--- src/rtl/ff_convert_pkg.sv ---
// ============================================================================
// Module : ff_convert_pkg
// Brief  : Shared mode encodings for the ff_convert flip-flop bank.
// Rev    : 1.0  initial release
// ============================================================================
`default_nettype none

package ff_convert_pkg;

  typedef enum logic [1:0] {
    MODE_SR = 2'b00,
    MODE_JK = 2'b01,
    MODE_D  = 2'b10,
    MODE_T  = 2'b11
  } ff_mode_t;

endpackage : ff_convert_pkg

`default_nettype wire

--- src/rtl/ff_convert_cell.sv ---
// ============================================================================
// Module : ff_convert_cell
// Brief  : One runtime-configurable SR/JK/D/T flip-flop bit.
// Rev    : 1.0  initial release
// ============================================================================
`default_nettype none

module ff_convert_cell
  import ff_convert_pkg::*;
#(
  parameter logic RESET_BIT = 1'b0
) (
  input  logic     clk,
  input  logic     rst_n,
  input  logic     en,
  input  ff_mode_t mode,
  input  logic     a,
  input  logic     b,
  output logic     q,
  output logic     illegal_hit
);

  logic q_q;
  logic q_d;

  // b is only read in SR/JK so an undriven b cannot leak X in D/T modes.
  always_comb begin
    q_d = q_q;
    if (en) begin
      case (mode)
        MODE_SR: begin
          if (a && !b)      q_d = 1'b1;
          else if (!a && b) q_d = 1'b0;
        end
        MODE_JK: begin
          if (a && b)       q_d = ~q_q;
          else if (a)       q_d = 1'b1;
          else if (b)       q_d = 1'b0;
        end
        MODE_D:             q_d = a;
        MODE_T: begin
          if (a)            q_d = ~q_q;
        end
        default:            q_d = q_q;
      endcase
    end
  end

  always_ff @(posedge clk or negedge rst_n) begin
    if (!rst_n) q_q <= RESET_BIT;
    else        q_q <= q_d;
  end

  assign q           = q_q;
  assign illegal_hit = en && (mode == MODE_SR) && a && b;

endmodule : ff_convert_cell

`default_nettype wire

--- src/rtl/ff_convert_bank.sv ---
// ============================================================================
// Module : ff_convert_bank
// Brief  : WIDTH-bit bank of SR/JK/D/T flip-flops; optional sticky S=R=1
//          detection enabled by macro FF_ILLEGAL_DETECT_EN.
// Rev    : 1.0  initial release
// ============================================================================
`default_nettype none

module ff_convert_bank
  import ff_convert_pkg::*;
#(
  parameter int               WIDTH     = 4,
  parameter logic [WIDTH-1:0] RESET_VAL = '0
) (
  input  logic             clk,
  input  logic             rst_n,
  input  logic [1:0]       mode,
  input  logic             en,
  input  logic [WIDTH-1:0] a,
  input  logic [WIDTH-1:0] b,
  input  logic             illegal_clr,
  output logic [WIDTH-1:0] q,
  output logic [WIDTH-1:0] q_b,
  output logic             illegal,
  output logic [WIDTH-1:0] illegal_bits
);

  ff_mode_t         w_mode;
  logic [WIDTH-1:0] w_hit;

  assign w_mode = ff_mode_t'(mode);

  for (genvar i = 0; i < WIDTH; i++) begin : g_cell
    ff_convert_cell #(
      .RESET_BIT (RESET_VAL[i])
    ) u_cell (
      .clk         (clk),
      .rst_n       (rst_n),
      .en          (en),
      .mode        (w_mode),
      .a           (a[i]),
      .b           (b[i]),
      .q           (q[i]),
      .illegal_hit (w_hit[i])
    );
  end

  assign q_b = ~q;

`ifdef FF_ILLEGAL_DETECT_EN
  logic             illegal_q;
  logic             illegal_d;
  logic [WIDTH-1:0] illegal_bits_q;
  logic [WIDTH-1:0] illegal_bits_d;

  // A fresh S=R=1 on the clearing edge defeats the clear entirely.
  always_comb begin
    illegal_bits_d = illegal_bits_q | w_hit;
    illegal_d      = illegal_q | (|w_hit);
    if (illegal_clr && (w_hit == '0)) begin
      illegal_bits_d = '0;
      illegal_d      = 1'b0;
    end
  end

  always_ff @(posedge clk or negedge rst_n) begin
    if (!rst_n) begin
      illegal_q      <= 1'b0;
      illegal_bits_q <= '0;
    end else begin
      illegal_q      <= illegal_d;
      illegal_bits_q <= illegal_bits_d;
    end
  end

  assign illegal      = illegal_q;
  assign illegal_bits = illegal_bits_q;
`else
  logic w_unused;
  assign w_unused     = ^{illegal_clr, w_hit};
  assign illegal      = 1'b0;
  assign illegal_bits = '0;
`endif

endmodule : ff_convert_bank

`default_nettype wire

--- config.mk ---
export PLATFORM = sky130hd
export DESIGN_NAME = ff_convert_bank
export DESIGN_NICKNAME = d
export VERILOG_FILES = /design/src/rtl/ff_convert_pkg.sv /design/src/rtl/ff_convert_cell.sv /design/src/rtl/ff_convert_bank.sv
export SDC_FILE = /design/constraint.sdc
export NUM_CORES = 1
export LEC_CHECK = 0
export ABC_AREA = 1
export CAP_MARGIN = 5
export CORE_MARGIN = 5
export CORE_UTILIZATION = 45
export DETAILED_ROUTE_END_ITERATION = 8
export PLACE_DENSITY_LB_ADDON = 0.2
export SYNTH_ARGS = -nofsm -noshare
export SYNTH_HDL_FRONTEND = slang
export SYNTH_SLANG_ARGS = --single-unit
export TNS_END_PERCENT = 5
--- constraint.sdc ---
create_clock -name clk -period 1.7 [get_ports clk]
set_input_delay 0.255 -clock clk [delete_from_list [all_inputs] [get_ports clk]]
set_output_delay 0.255 -clock clk [all_outputs]
set_load 0.02 [all_outputs]
==> flow_summary.ini <==
[floorplanning]
die_x_um = 51.6
core_region_area_um2 = 1690
rows = 15
dieHeight_um = 51.6
io_pins = 27
initial_utilization_pct = 46.1
dieArea_um2 = 2660

[cts]
post-cts-setup-buffers = 0
clk_path_buf_depth = 2
clk-insertion-delay-late_ps = 230
ctsHoldBuffers = 0
cts.repair.resized = 0
cts_tree = done
root_buffer = clkbuf_4
clkSinkCount = 4
cts_buffers = 3
htreeDepth = 1
clk_pin_slew_worst_paths_ps = 40

[yosys]
synth_cell_types = 17
synth_seq_cells = 4
synth-seq-area-share_pct = 12.8
synth_top_area_share_pct = 26.5
synth_common_cells = nand2_1, nand3_1, inv_1, buf_4, nor2_1
syn_inst = 132
ys.flop_type = dfrtp_1
yosysWarnings = 0
synth.most_common_cell = nand2_1
synth_area_um2 = 779
synth_area_leaders = nand2_1, nand3_1, dfrtp_1, bufbuf_16, buf_4
async_flop_share_pct = 100
synth_top_cell_by_area = nand2_1
syn_avg_cell_area_um2 = 5.91
synth_edf_count = 0

[global_routing]
grt_max_degree = 11
grt_pass1_wl_um = 2730
met1_usage_pct = 16.4
use_met3_pct = 1.72
antenna_found_initial = 0
grt-busiest-layer = met2
grt_usage_pct = 13.3
globalRoute.totalOverflow = 0
grtUsageMet2_pct = 22.7
grt_pass1_vias = 658

[setup_path]
start_kind = flop
cp_data_arrival_time_ps = 1320
reg2reg_depth = 7
timing.rr.start = g_cell[1].u_cell.q
path_cells = inv_1 -> clkdlybuf4s50_1
path_max_fanout = 4
path_class = reg2out
endpoint_kind = output pin
critPathMaxStageDelay_ps = 600
critPathSlowestCell = clkdlybuf4s50_1
reg2reg_slack_ps = 790
required_ps = 1440
rr_endpoint = g_cell[1].u_cell.q

[timing]
rsz0062_at_grt = false
max_freq_mhz = 634
fin_crit_sh_pct = 92.7
skew_ps = 0
period_needed_ps = 1580
setup_tns_ps = 0
setup_viol_count_final = 0
hold_viol_final = 0
slew_violations = 0

[status]
status = finished clean

[routing]
avgViaCountPerCell = 4.81
ant_nets = 0
drt_pass1_iterations = 4
drc = 0
wl_per_cell_um = 10.1
routed_wl_um = 1680
vias = 799
drtIter0Drc = 22

[placed_design]
hpwl_um = 1320
port_buffers = 20
gp_congestion = 0.852
dp_cells = 163

[hold_path]
hold_path_class = in2async

[final_layout]
final_cells = 166
largest_reg_flops = 4
drive_gt1_share_pct = 11.4
syn2layout_area_growth_pct = 13.8
nets = 165
insertedDiodeCount = 0
fin_util_pct = 52.5

[power_and_ir_drop]
leakagePower_nw = 0.490
power_mw = 0.563
powerDensity_nw_per_um2 = 635
ir_drop_mv = 0.244

[job]
max_cap_viol_count = 0
[kinds of logic (layout without fill, tap and decap cells)]
logic type,Yosys count,count (layout),share of synthesized area (%)
AO/OA/AOI/OAI,1,1,0.641
buffers and inverters,32,45,32.3
flip-flops,4,4,12.8
other,1,5,0.481
AND/OR/NAND/NOR,94,94,53.8
[area by class of cell]
cell class | instances | area (um^2)
clock buffer | 3 | 22.5
fill | 188 | 802
inverter | 18 | 70.1
multi-input combinational | 100 | 443
sequential | 4 | 100
tap | 17 | 21.3
timing repair buffer | 24 | 230
[metal layers]
metal | wire length (um) | up-vias
li1 | - | 421
met1 | 769 | 352
met5 | 0 | -
met4 | 0 | 0
met2 | 794 | 26
met3 | 116 | 0
[worst max-delay path by stage]
stage | cells past startpoint | startpoint | slack [ps] | to
2_1_floorplan | 7 | a[0] | 770 | g_cell[0].u_cell.q
3_3_place_gp | 8 | mode[0] | 130 | g_cell[1].u_cell.q
3_5_place_dp | 8 | mode[0] | 130 | g_cell[1].u_cell.q
4_1_cts | 2 | g_cell[0].u_cell.q | 120 | q_b[0]
5_1_grt | 2 | g_cell[1].u_cell.q | 70 | q_b[1]
6_report | 2 | g_cell[0].u_cell.q | 120 | q_b[0]
[cells in the final DEF (no fill, tap or decap)]
master,instances
buf_4,4
clkbuf_4,3
clkdlybuf4s50_1,20
clkinv_1,1
conb_1,5
dfrtp_1,4
inv_1,15
inv_2,1
inv_4,1
nand2_1,55
nand3_1,24
nand3_2,3
nor2_1,7
nor2_2,4
nor2_4,1
o21ai_0,1
[report_power, final]
part	switching [mW]	internal [mW]	leakage (nW)
combinational	0.175	0.140	0.426
sequential	0.0195	0.115	0.0499
clock	0.0358	0.0788	0.0138
[through the flow]
| step | hold WS, ps | worst slack (ps) | area [um^2] |
|---|---|---|---|
| detailed placement | 487 | 132 | 865 |
| CTS | 242 | 118 | 887 |
| global route | 239 | 68.7 | 887 |
| floorplan | -40.6 | 768 | 795 |
| finish | 245 | 123 | 887 |
| global placement | 484 | 133 | 865 |
[worst max-delay path, delay by kind of cell, from the launching register on]
family | cells | cell delay [ps]
flops | 1 | 410
buf+inv | 2 | 690
Note: power is estimated with default switching activity, not from simulation.
